$ cat config.mk
export PLATFORM = sky130hd
export DESIGN_NAME = usb_rx_wire_recovery
export DESIGN_NICKNAME = d
export VERILOG_FILES = /design/src/rtl/usb_sie_pkg.sv /design/src/rtl/usb_rx_sample_fifo.sv /design/src/rtl/usb_rx_wire_recovery.sv
export SDC_FILE = /design/constraint.sdc
export NUM_CORES = 1
export LEC_CHECK = 0
export ABC_AREA = 0
export CAP_MARGIN = 40
export CORE_AREA = 2 2 63 89
export DETAILED_ROUTE_END_ITERATION = 7
export DIE_AREA = 0 0 65 91
export GPL_TIMING_DRIVEN = 0
export MAX_ROUTING_LAYER = met4
export PLACE_DENSITY_LB_ADDON = 0.1
export SETUP_SLACK_MARGIN = 0.15
export SLEW_MARGIN = 20
export SYNTH_ARGS = -nofsm -noshare
export SYNTH_HDL_FRONTEND = slang
export SYNTH_SLANG_ARGS = --single-unit
$ cat constraint.sdc
create_clock -name clk -period 2.85 [get_ports clk]
set_input_delay 0.285 -clock clk [delete_from_list [all_inputs] [get_ports clk]]
set_output_delay 0.285 -clock clk [all_outputs]
set_load 0.05 [all_outputs]
$ cat src/rtl/usb_sie_pkg.sv
// Shared definitions for the USB SIE receive path.
// Holds the oversample and timeout defaults, the {D+,D-} line-state
// encodings and the output FSM state type used by usb_rx_wire_recovery.
package usb_sie_pkg;

    // Oversample ratios: clk cycles per bit.
    localparam int FS_OVERSAMPLE_DEF  = 4;
    localparam int LS_OVERSAMPLE_DEF  = 32;

    // Timeouts, in bit periods.
    localparam int RX_EDGE_TOUT_DEF   = 3;
    localparam int RX_PACKET_TOUT_DEF = 18;

    // Line states as seen on {D+,D-} (full-speed polarity).
    localparam logic [1:0] LINE_J   = 2'b10;
    localparam logic [1:0] LINE_K   = 2'b01;
    localparam logic [1:0] LINE_SE0 = 2'b00;

    // Output FSM that hands queued samples to the SIE receiver.
    typedef enum logic [1:0] {
        ST_IDLE     = 2'd0,
        ST_WAIT_RDY = 2'd1,
        ST_WRITE    = 2'd2
    } rxOutState_t;

endpackage

$ cat src/rtl/usb_rx_sample_fifo.sv
// Circular sample buffer between the clock-recovery front end and the
// output FSM.
//
// Ports:
//   clk, rst      clock, synchronous active-high reset
//   push          write pushData this cycle (dropped when full)
//   pushData      entry to store
//   pop           remove the head entry (ignored when empty)
//   overflowClr   clears the sticky overflow flag
//   popData       current head entry
//   level         registered occupancy, 0..DEPTH
//   overflow      sticky: a push was dropped because the buffer was full
module usb_rx_sample_fifo
    import usb_sie_pkg::*;
#(
    parameter int DEPTH = 4,
    parameter int WIDTH = 3
) (
    input  logic                     clk,
    input  logic                     rst,
    input  logic                     push,
    input  logic [WIDTH-1:0]         pushData,
    input  logic                     pop,
    input  logic                     overflowClr,
    output logic [WIDTH-1:0]         popData,
    output logic [$clog2(DEPTH):0]   level,
    output logic                     overflow
);

    localparam int PTR_W = $clog2(DEPTH);
    localparam logic [PTR_W:0] FULL_LVL = (PTR_W + 1)'(DEPTH);

    logic [WIDTH-1:0] mem [DEPTH];
    logic [PTR_W-1:0] wrPtr;
    logic [PTR_W-1:0] rdPtr;
    logic             full;
    logic             empty;
    logic             doPush;
    logic             doPop;
    logic             drop;

    assign full    = (level == FULL_LVL);
    assign empty   = (level == '0);
    // A push into a full buffer is dropped even when a pop frees a slot in
    // the same cycle; the pop still happens.
    assign doPush  = push && !full;
    assign doPop   = pop && !empty;
    assign drop    = push && full;
    assign popData = mem[rdPtr];

    always_ff @(posedge clk) begin
        if (doPush) begin
            mem[wrPtr] <= pushData;
        end
    end

    always_ff @(posedge clk) begin
        if (rst) begin
            wrPtr    <= '0;
            rdPtr    <= '0;
            level    <= '0;
            overflow <= 1'b0;
        end else begin
            if (doPush) begin
                wrPtr <= wrPtr + 1'b1;
            end
            if (doPop) begin
                rdPtr <= rdPtr + 1'b1;
            end
            if (doPush && !doPop) begin
                level <= level + 1'b1;
            end else if (doPop && !doPush) begin
                level <= level - 1'b1;
            end
            // A fresh drop wins over a clear request in the same cycle.
            if (drop) begin
                overflow <= 1'b1;
            end else if (overflowClr) begin
                overflow <= 1'b0;
            end
        end
    end

endmodule

$ cat src/rtl/usb_rx_wire_recovery.sv
// USB wire-receive front end: synchronises the raw {D+,D-} pair, recovers
// the bit clock by oversampling, samples each bit mid-period, queues the
// samples and hands them to the SIE receiver. Also tracks line activity and
// raises a single no-activity timeout pulse.
//
// Ports:
//   clk, rst                      clock, synchronous active-high reset
//   rx_bits_in                    raw {D+,D-}, asynchronous to clk
//   full_speed_rate               1 = FS oversample ratio, 0 = LS
//   tx_wire_active_drive          our transmitter owns the wire; blanks rx
//   no_activity_time_out_enable   arms the timeout counter
//   sie_rx_rdy_in                 SIE can accept a sample
//   overflow_clr                  clears fifo_overflow
//   rx_bits_out, rx_wire_active   sample delivered to the SIE + qualifier
//   sie_rx_wen                    one-cycle write strobe to the SIE
//   rx_data_in_tick               toggles at every sample point
//   no_activity_time_out          one-cycle timeout pulse
//   fifo_level, fifo_overflow     FIFO occupancy and sticky drop flag
//   dbgState                      output FSM state
//
// SIE handshake: the FSM waits for sie_rx_rdy_in only while it holds a
// queued sample; in the cycle it sees ready it pops the head, and on the
// next cycle rx_bits_out/rx_wire_active carry that sample with sie_rx_wen
// high for exactly one cycle. Outputs hold their value between writes and
// a new write is at least three cycles after the previous one.
module usb_rx_wire_recovery
    import usb_sie_pkg::*;
#(
    parameter int FS_OVERSAMPLE  = FS_OVERSAMPLE_DEF,
    parameter int LS_OVERSAMPLE  = LS_OVERSAMPLE_DEF,
    parameter int FIFO_DEPTH     = 4,
    parameter int RX_EDGE_TOUT   = RX_EDGE_TOUT_DEF,
    parameter int RX_PACKET_TOUT = RX_PACKET_TOUT_DEF,
    parameter int TOUT_CNT_W     = 16
) (
    input  logic                          clk,
    input  logic                          rst,
    input  logic [1:0]                    rx_bits_in,
    input  logic                          full_speed_rate,
    input  logic                          tx_wire_active_drive,
    input  logic                          no_activity_time_out_enable,
    input  logic                          sie_rx_rdy_in,
    input  logic                          overflow_clr,
    output logic [1:0]                    rx_bits_out,
    output logic                          rx_wire_active,
    output logic                          sie_rx_wen,
    output logic                          rx_data_in_tick,
    output logic                          no_activity_time_out,
    output logic [$clog2(FIFO_DEPTH):0]   fifo_level,
    output logic                          fifo_overflow,
    output rxOutState_t                   dbgState
);

    localparam int CNT_W = $clog2(LS_OVERSAMPLE);

    localparam logic [CNT_W-1:0] FS_LAST = CNT_W'(FS_OVERSAMPLE - 1);
    localparam logic [CNT_W-1:0] LS_LAST = CNT_W'(LS_OVERSAMPLE - 1);
    localparam logic [CNT_W-1:0] FS_MID  = CNT_W'(FS_OVERSAMPLE / 2);
    localparam logic [CNT_W-1:0] LS_MID  = CNT_W'(LS_OVERSAMPLE / 2);

    localparam logic [7:0] FS_EDGE_LIM = 8'(RX_EDGE_TOUT * FS_OVERSAMPLE);
    localparam logic [7:0] LS_EDGE_LIM = 8'(RX_EDGE_TOUT * LS_OVERSAMPLE);

    localparam logic [TOUT_CNT_W-1:0] FS_TOUT_LIM = TOUT_CNT_W'(RX_PACKET_TOUT * FS_OVERSAMPLE);
    localparam logic [TOUT_CNT_W-1:0] LS_TOUT_LIM = TOUT_CNT_W'(RX_PACKET_TOUT * LS_OVERSAMPLE);

    // Synchroniser and data delay.
    logic [1:0]            s1;
    logic [1:0]            s2;
    logic [1:0]            s3;
    logic                  edgeDet;

    // Clock recovery.
    logic [CNT_W-1:0]      sampleCnt;
    logic [CNT_W-1:0]      osLast;
    logic [CNT_W-1:0]      osMid;
    logic                  samplePoint;

    // Line activity.
    logic [7:0]            activeCnt;
    logic [7:0]            edgeLim;
    logic                  rxActive;
    logic                  activeD;

    // Timeout.
    logic [TOUT_CNT_W-1:0] toutCnt;
    logic [TOUT_CNT_W-1:0] toutLim;
    logic                  toutClr;

    // FIFO / output FSM.
    logic                  fifoPush;
    logic [2:0]            fifoHead;
    logic                  popFifo;
    logic                  wenNext;
    rxOutState_t           state;
    rxOutState_t           nextState;

    // Rate-dependent limits switch immediately; counters already past the
    // new limit wrap or saturate on their next update.
    always_comb begin
        osLast  = full_speed_rate ? FS_LAST     : LS_LAST;
        osMid   = full_speed_rate ? FS_MID      : LS_MID;
        edgeLim = full_speed_rate ? FS_EDGE_LIM : LS_EDGE_LIM;
        toutLim = full_speed_rate ? FS_TOUT_LIM : LS_TOUT_LIM;
    end

    assign edgeDet     = (s1 != s2) && !tx_wire_active_drive;
    assign samplePoint = (sampleCnt == osMid);
    assign fifoPush    = samplePoint && !tx_wire_active_drive;
    assign toutClr     = tx_wire_active_drive || edgeDet || !no_activity_time_out_enable;

    always_ff @(posedge clk) begin
        if (rst) begin
            s1 <= LINE_SE0;
            s2 <= LINE_SE0;
            s3 <= LINE_SE0;
        end else begin
            s1 <= rx_bits_in;
            s2 <= s1;
            s3 <= s2;
        end
    end

    // Sample counter: realigned on every edge so the sample lands mid-bit.
    always_ff @(posedge clk) begin
        if (rst) begin
            sampleCnt       <= '0;
            rx_data_in_tick <= 1'b0;
        end else begin
            if (edgeDet || (sampleCnt >= osLast)) begin
                sampleCnt <= '0;
            end else begin
                sampleCnt <= sampleCnt + 1'b1;
            end
            if (samplePoint) begin
                rx_data_in_tick <= ~rx_data_in_tick;
            end
        end
    end

    // rx-active: set by any edge, cleared after RX_EDGE_TOUT quiet bits.
    always_ff @(posedge clk) begin
        if (rst) begin
            activeCnt <= '0;
            rxActive  <= 1'b0;
            activeD   <= 1'b0;
        end else begin
            if (edgeDet) begin
                rxActive  <= 1'b1;
                activeCnt <= '0;
            end else if (activeCnt >= edgeLim) begin
                rxActive  <= 1'b0;
                activeCnt <= edgeLim;
            end else begin
                activeCnt <= activeCnt + 8'd1;
            end
            // Delayed so the qualifier lines up with s3.
            activeD <= rxActive;
        end
    end

    // Counter stops at limit+1 so exactly one pulse is produced per quiet
    // period.
    always_ff @(posedge clk) begin
        if (rst) begin
            toutCnt              <= '0;
            no_activity_time_out <= 1'b0;
        end else begin
            no_activity_time_out <= (toutCnt == toutLim);
            if (toutClr) begin
                toutCnt <= '0;
            end else if (toutCnt <= toutLim) begin
                toutCnt <= toutCnt + 1'b1;
            end
        end
    end

    usb_rx_sample_fifo #(
        .DEPTH (FIFO_DEPTH),
        .WIDTH (3)
    ) u_fifo (
        .clk         (clk),
        .rst         (rst),
        .push        (fifoPush),
        .pushData    ({activeD, s3}),
        .pop         (popFifo),
        .overflowClr (overflow_clr),
        .popData     (fifoHead),
        .level       (fifo_level),
        .overflow    (fifo_overflow)
    );

    always_ff @(posedge clk) begin
        if (rst) begin
            state          <= ST_IDLE;
            sie_rx_wen     <= 1'b0;
            rx_bits_out    <= 2'b00;
            rx_wire_active <= 1'b0;
        end else begin
            state      <= nextState;
            sie_rx_wen <= wenNext;
            if (popFifo) begin
                {rx_wire_active, rx_bits_out} <= fifoHead;
            end
        end
    end

    always_comb begin
        nextState = state;
        popFifo   = 1'b0;
        wenNext   = 1'b0;
        case (state)
            ST_IDLE: begin
                if (fifo_level != '0) begin
                    nextState = ST_WAIT_RDY;
                end
            end
            ST_WAIT_RDY: begin
                if (sie_rx_rdy_in) begin
                    popFifo   = 1'b1;
                    wenNext   = 1'b1;
                    nextState = ST_WRITE;
                end
            end
            ST_WRITE: begin
                nextState = ST_IDLE;
            end
            default: begin
                nextState = ST_IDLE;
            end
        endcase
    end

    assign dbgState = state;

endmodule

==> key figures, run 1 <==
Status
  – Status: finished clean

Worst setup path
  – CP Launch Type: register
  – Setup CP Type: register to register
  – Critical-path cell list: ha_1, nor4b_2, nand2_1, a211oi_4, ha_1, inv_1, fa_1, xor2_1, or3_1, a21oi_1
  – CP max stage delay: 0.37 ns
  – Worst setup EP type: register
  – Crit. Startpoint: sampleCnt[4]$_SDFF_PP0_
  – CP required: slightly above 3 ns
  – CP top delay family: adder cells
  – Worst r2r src: sampleCnt[4]$_SDFF_PP0_
  – Maximum fanout along the worst path: 2
  – Worst Path Buf+Inv: 1
  – Crit-path most repeated cell: ha_1
  – Slowest stage cell on the critical path: fa_1
  – Crit path DAT: roughly 2.7 ns

Floorplan
  – Starting Density: between 50% and 60%
  – Placeable Area: between 0.005 and 0.006 mm^2
  – Die H: around 90 um
  – Rows: 31
  – IO Pins: 21
  – Die Wd: around 65 um
  – Die area: 0.00592 mm^2

Global routing
  – Vias in the first global route: 2033
  – Global route overflow: 0
  – First-pass GRT wire length: just under 9 mm
  – Largest net degree at the start of global routing: 13
  – Gr usage total: 19.8%
  – Initial antenna violation count: 0

Clocking
  – Clk Latency, worst-skew pair: 0.33 ns
  – Clock sinks: 65
  – Clock transition at path regs: about 0.07 ns
  – CTS tree: done
  – Clock Root Buffer: clkbuf_8
  – Buffer depth of the longest clock path: 2
  – # H-tree levels: 3
  – CTS Buf Count: 9

Power and ir drop
  – Maximum vdd drop: approximately 0.35 mV
  – Design Power: around 2 mW
  – PwrDens: approximately 610 mW/mm^2
  – Pleak: about 1.3 nW

Timing
  – Hold slack: about 0.33 ns
  – Final min period: approximately 2.5 ns
  – RSZ-0062 raised after global routing: false
  – Max Freq: slightly above 0.4 GHz
  – Slew margin rel.: 48.6%
  – Max-slew violations: 0
  – Worst slew pin tran: between 0.7 and 0.8 ns
  – Final Cycle Share: a little under 90%
  – Final Skew: about 0.0063 ns
  – Final setup fails: 0
  – Final Hold Violating Endpoints: 0

Layout
  – Diode count: 0
  – Fillers: roughly 430
  – Most common cell after layout, fill and taps aside: dfxtp_1
  – Design area: between 0.003 and 0.004 mm^2
  – Share of layout cells above drive strength 1: 7.37%
  – Final nets: between 300 and 400
  – Most frequent cells in the layout: 53 x dfxtp_1, 36 x nor2_1, 19 x ha_1
  – Syn-to-layout area delta: 16.8%

Synthesis
  – Unique masters post-synth: 44
  – #FFs+latches synth: 65
  – Main combinational cell family by area after synthesis: simple AND/OR/NAND/NOR gates
  – Synth Cell Area: about 0.0028 mm^2
  – Simple-Gate Fraction of Synth Area: 19.8%
  – Ys Warns: 0
  – Mapped Nets: just over 300
  – EDFF count, synth: 12
  – Adder-Cell Fraction of Synth Area: a little under a tenth
  – Mapped Avg Cell Area: between 10 and 15 um^2
  – Most used DFF post-synth: dfxtp_1
  – Post-synth top area cell: dfxtp_1
  – FFs w/ async S/R, synth: 0%
  – Post-synth top area share: 37.4%
  – Synth Area in Compound Gates: between 7 and 8%
  – Mapped Cells: 275
  – Main area contributors after synthesis: dfxtp_1 37%, edfxtp_1 13%, ha_1 8.4%
  – Synth Area in XOR/XNOR: between 6 and 7%
  – Mux cell area share after synthesis: between 4 and 5%
  – Sequential area share after synthesis: between 50% and 60%

Route
  – 1st-pass router iterations: 4
  – DR vias: ~2000
  – Wire length per cell: 13.3 um
  – Final ANT Viol Nets: 0
  – Via density per instance: about 5.4
  – Post-route DRC: 0
  – Initial drt markers: 86
  – Routed wire length: between 5 and 6 mm

Worst hold path
  – Min-Delay Path Class: input port to register
  – Critical hold path startpoint: rst

Placement
  – Placement-stage cell area: between 0.003 and 0.004 mm^2
  – Global placer's final weighted congestion: between 0.8 and 0.9
  – Post-DP HPWL: between 3 and 4 mm
  – Port bufs: 19

Flow run
  – Max Cap Violations: 0
==> state kept, by name, summed over array words and instances (netlist names), 3 cells and up <==
name and count:
activeCnt 8, sampleCnt 5, toutCnt 16, u_fifo.level 3, u_fifo.mem 12
==> worst reg2reg max path, cell delays in order, from the launching register on <==
cell and delay (ns):
dfxtp_1 0.32, ha_1 0.28, nor4b_2 0.19, nand2_1 0.16
a211oi_4 0.20, ha_1 0.21, inv_1 0.06, fa_1 0.37
xor2_1 0.17, or3_1 0.31, a21oi_1 0.14
==> power by group <==
group	internal [mW]	switching [mW]
logic	0.118	0.159
registers	0.978	0.0435
clock network	0.396	0.327
==> routing by layer <==
| layer | routed length [um] | vias up | global-route usage (%) |
|---|---|---|---|
| li1 | - | 1029 | - |
| met1 | 2180 | 961 | 21.6 |
| met2 | 2580 | 41 | 33.5 |
| met3 | 148 | 11 | 3.10 |
| met4 | 130 | 0 | 11.3 |
| met5 | 0 | - | - |
==> final timing paths <==
kind                                                     end  slack, ns  cells after the start
worst min-delay path                        s3[0]$_SDFF_PP0_       0.33                      2
worst max register to register  u_fifo.level[2]$_SDFFE_PP0P_       0.37                     10
worst max-delay path            u_fifo.level[2]$_SDFFE_PP0P_       0.37                     10
worst min register to register      dbgState[0]$_SDFFE_PP0P_       0.44                      1
==> kinds of logic (layout without fill, tap and decap cells) <==
kind of cell,count (synthesis),count (layout)
adders and majority gates,20,20
xor gates and xnor gates,21,21
and+or+nand+nor,109,109
DFF,65,65
muxes,8,8
buffers and inverters,20,57
AOI/OAI and AO/OA,32,32
==> Yosys cell counts (all sizes together) (3+ instances only) <==
cell	n
or4	3
and3	5
nor4	4
xor2	10
inv	14
nor2b	7
clkbuf	5
ha	19
nand2	14
dfxtp	53
edfxtp	12
nor2	36
or3	5
a21oi	8
o21ai	6
nand4	3
nand3	12
a211oi	4
and2	9
xnor2	11
mux2i	5
mux4	3
==> per-stage QoR <==
stage / setup slack [ns] / std cells / utilization, % / TNS (ns)
final: 0.366 / 378 / 65.2 / 0
after global placement: -0.889 / 360 / 61.2 / -2.92
after CTS: 0.250 / 377 / 65.1 / 0
after detailed placement: -0.949 / 360 / 61.2 / -3.67
after floorplan: 0.233 / 275 / - / 0
after global routing: 0.152 / 378 / 65.2 / 0
==> final cells by class <==
class                           count  area [um^2]  area share (%)
Clock inverter                      5         47.5            1.44
Clock buffer                       11          131            3.97
Multi-Input combinational cell    190         1350            40.9
Tap cell                           66         82.6            2.49
Inverter                           14         52.6            1.59
Timing Repair Buffer               21          200            6.04
Buffer                              6         23.8           0.718
Sequential cell                    65         1420            42.9
==> timing repair <==
| item | in CTS | in global routing |
|---|---|---|
| resized for setup | 4 | 3 |
| setup buffers | 1 | 1 |
| hold buffers | 0 | 0 |
| endpoints found under the setup margin | 3 | 1 |
| pin swaps | 1 | 1 |
No activity file was read; power rests on OpenSTA's default activity.
==> run 2, diff against run 1 <==
--- a/config.mk
+++ b/config.mk
@@ -7,14 +7,13 @@
 export LEC_CHECK = 0
 export ABC_AREA = 0
 export CAP_MARGIN = 40
-export CORE_AREA = 2 2 63 89
+export CORE_AREA = 2 2 75 105
 export DETAILED_ROUTE_END_ITERATION = 7
-export DIE_AREA = 0 0 65 91
+export DIE_AREA = 0 0 77 107
 export GPL_TIMING_DRIVEN = 0
 export MAX_ROUTING_LAYER = met4
 export PLACE_DENSITY_LB_ADDON = 0.1
 export SETUP_SLACK_MARGIN = 0.15
-export SLEW_MARGIN = 20
 export SYNTH_ARGS = -nofsm -noshare
 export SYNTH_HDL_FRONTEND = slang
 export SYNTH_SLANG_ARGS = --single-unit
==> run 2 against run 1 <==
Compared with the run above: clock skew is essentially flat; clock power grew 4.8%; maximum frequency grew 0.12%; sequential power is essentially flat; non-clock buffer count shrank 1; count of clock-buffer cells in the layout shrank 1.
==> key figures, run 2 (synthesis gave the netlist of run 1 again) <==
Clocking
  – Buffer depth of the longest clock path: 2
  – CTS Buf Count: 9
  – Clock sinks: between 60 and 70
  – # H-tree levels: 3
  – CTS tree: done
  – Clock transition at path regs: 0.07 ns
  – Hold Buf Count CTS: 0
  – Clock Root Buffer: clkbuf_8
  – Clk Latency, worst-skew pair: around 0.34 ns

Floorplan
  – Die area: about 0.008 mm^2
  – Die Wd: ~77 um
  – IO Pins: 21
  – Placeable Area: ~0.0073 mm^2
  – Starting Density: between 30 and 40%
  – Rows: 37
  – Die H: around 110 um

Timing
  – Final min period: 2.48 ns
  – Final Hold Violating Endpoints: 0
  – Max-slew violations: 0
  – Final Cycle Share: just under 90%
  – Final setup fails: 0
  – Worst setup margin: 0.369 ns
  – RSZ-0062 raised after global routing: false
  – Max Freq: between 0.4 and 0.5 GHz
  – Final Skew: around 0.0062 ns
  – Hold slack: 0.312 ns
  – Worst slew pin tran: approximately 0.76 ns
  – Slew margin rel.: between 40% and 50%

Route
  – Routed wire length: approximately 5.4 mm
  – Post-route DRC: 0
  – DR vias: roughly 2000
  – Initial drt markers: 53
  – Final ANT Viol Nets: 0
  – 1st-pass router iterations: 4
  – Via density per instance: between 4 and 5
  – Wire length per cell: approximately 13 um

Worst setup path
  – Setup CP Type: register to register
  – Worst Path Buf+Inv: 1
  – Slowest stage cell on the critical path: fa_1
  – Crit-path most repeated cell: ha_1
  – Maximum fanout along the worst path: 3
  – Crit path DAT: ~2.8 ns
  – CP max stage delay: ~0.37 ns
  – Critical-path cell list: ha_1, nor4b_4, nand2_2, a211oi_4, ha_1, inv_1, fa_1, xor2_1, or3_1, a21oi_1
  – CP top delay family: adder cells
  – Worst setup EP type: register
  – Worst R2R Setup Slack: 0.37 ns
  – CP Launch Type: register
  – CP required: 3.12 ns

Global routing
  – Gr usage total: 15.0%
  – Largest net degree at the start of global routing: 13
  – First-pass GRT wire length: between 9 and 10 mm
  – Global route overflow: 0
  – Initial antenna violation count: 0
  – Vias in the first global route: between 1500 and 2000

Power and ir drop
  – PwrDens: 612 mW/mm^2
  – Pleak: 1.29 nW
  – Maximum vdd drop: 0.238 mV

Placement
  – Post-placement setup slack: -1.05 ns
  – Post-DP HPWL: 3.91 mm
  – Port bufs: 19
  – Dpl cells: a little under 400
  – Global placer's final weighted congestion: ~0.8

Layout
  – Max reg flops: 16
  – Share of layout cells above drive strength 1: ~8.0%
  – Non-filler cells, final: 408
  – Diode count: 0
  – Largest Register: toutCnt
  – Syn-to-layout area delta: 18.6%
  – Final nets: 335
  – Most frequent cells in the layout: 53 x dfxtp_1, 36 x nor2_1, 19 x ha_1
  – Most common cell after layout, fill and taps aside: dfxtp_1
  – Regs by FF count: toutCnt x16, u_fifo.mem x12, activeCnt x8
  – Fillers: between 700 and 800

Flow run
  – Max Cap Violations: 0

Worst hold path
  – Min-Delay Path Class: input port to register

Status
  – Status: finished clean
run 2: changes by cell type in the layout (fill, tap and decap cells not counted):
cell,previous run,this run
buf_4,2,1
clkbuf_1,7,6
clkinv_1,2,1
clkinv_4,0,1
clkinvlp_4,0,1
nand2_1,14,13
nand2_2,0,1
nor4b_2,1,0
nor4b_4,0,1
run 2: cell type report:
cell class / count / area [um^2] / area share (%)
Sequential cell: 65 / 1420 / 42.2
Multi-Input combinational cell: 190 / 1370 / 40.6
Timing Repair Buffer: 20 / 193 / 5.73
Clock buffer: 10 / 128 / 3.79
Tap cell: 97 / 121 / 3.61
Clock inverter: 6 / 60.1 / 1.79
Inverter: 14 / 52.6 / 1.56
Buffer: 6 / 23.8 / 0.707
run 2: final timing paths:
| check | from | to | cells past startpoint |
|---|---|---|---|
| worst max-delay path | sampleCnt[4]$_SDFF_PP0_ | u_fifo.level[2]$_SDFFE_PP0P_ | 10 |
| worst min-delay path | rst | s2[0]$_SDFF_PP0_ | 2 |
| worst min register to register | dbgState[1]$_SDFFE_PP0P_ | dbgState[0]$_SDFFE_PP0P_ | 1 |
| worst max register to register | sampleCnt[4]$_SDFF_PP0_ | u_fifo.level[2]$_SDFFE_PP0P_ | 10 |
run 2: what timing repair did:
item / 4_1_cts / 5_1_grt
buffers inserted: 1 / 0
gates cloned: 0 / 0
gates resized for setup: 4 / 5
endpoints found under the setup margin: 15 / 1
pin swaps: 1 / 1
run 2: metal layers:
metal  GRT usage (%)  part of all wire [%]
met1            16.4                    44
met2            25.1                    51
met3            4.21                   3.3
met4            7.65                   1.9
met5               -                     0
run 2: stage by stage:
step | power, mW | setup TNS (ns) | util (%) | area (um^2)
3_3_place_gp | 1.31 | -5.70 | 43.1 | 3150
5_1_grt | 2.17 | 0 | 46.0 | 3360
3_5_place_dp | 1.32 | -6.12 | 43.1 | 3150
6_report | 2.06 | 0 | 46.0 | 3360
2_1_floorplan | 1.23 | 0 | - | 2840
4_1_cts | 2.09 | 0 | 45.8 | 3350
run 2: power by group:
| group | total [mW] | internal [mW] | switching, mW |
|---|---|---|---|
| Clock | 0.757 | 0.399 | 0.358 |
| Sequential | 1.02 | 0.977 | 0.0454 |
| Combinational | 0.278 | 0.118 | 0.160 |
| Total | 2.06 | 1.49 | 0.564 |
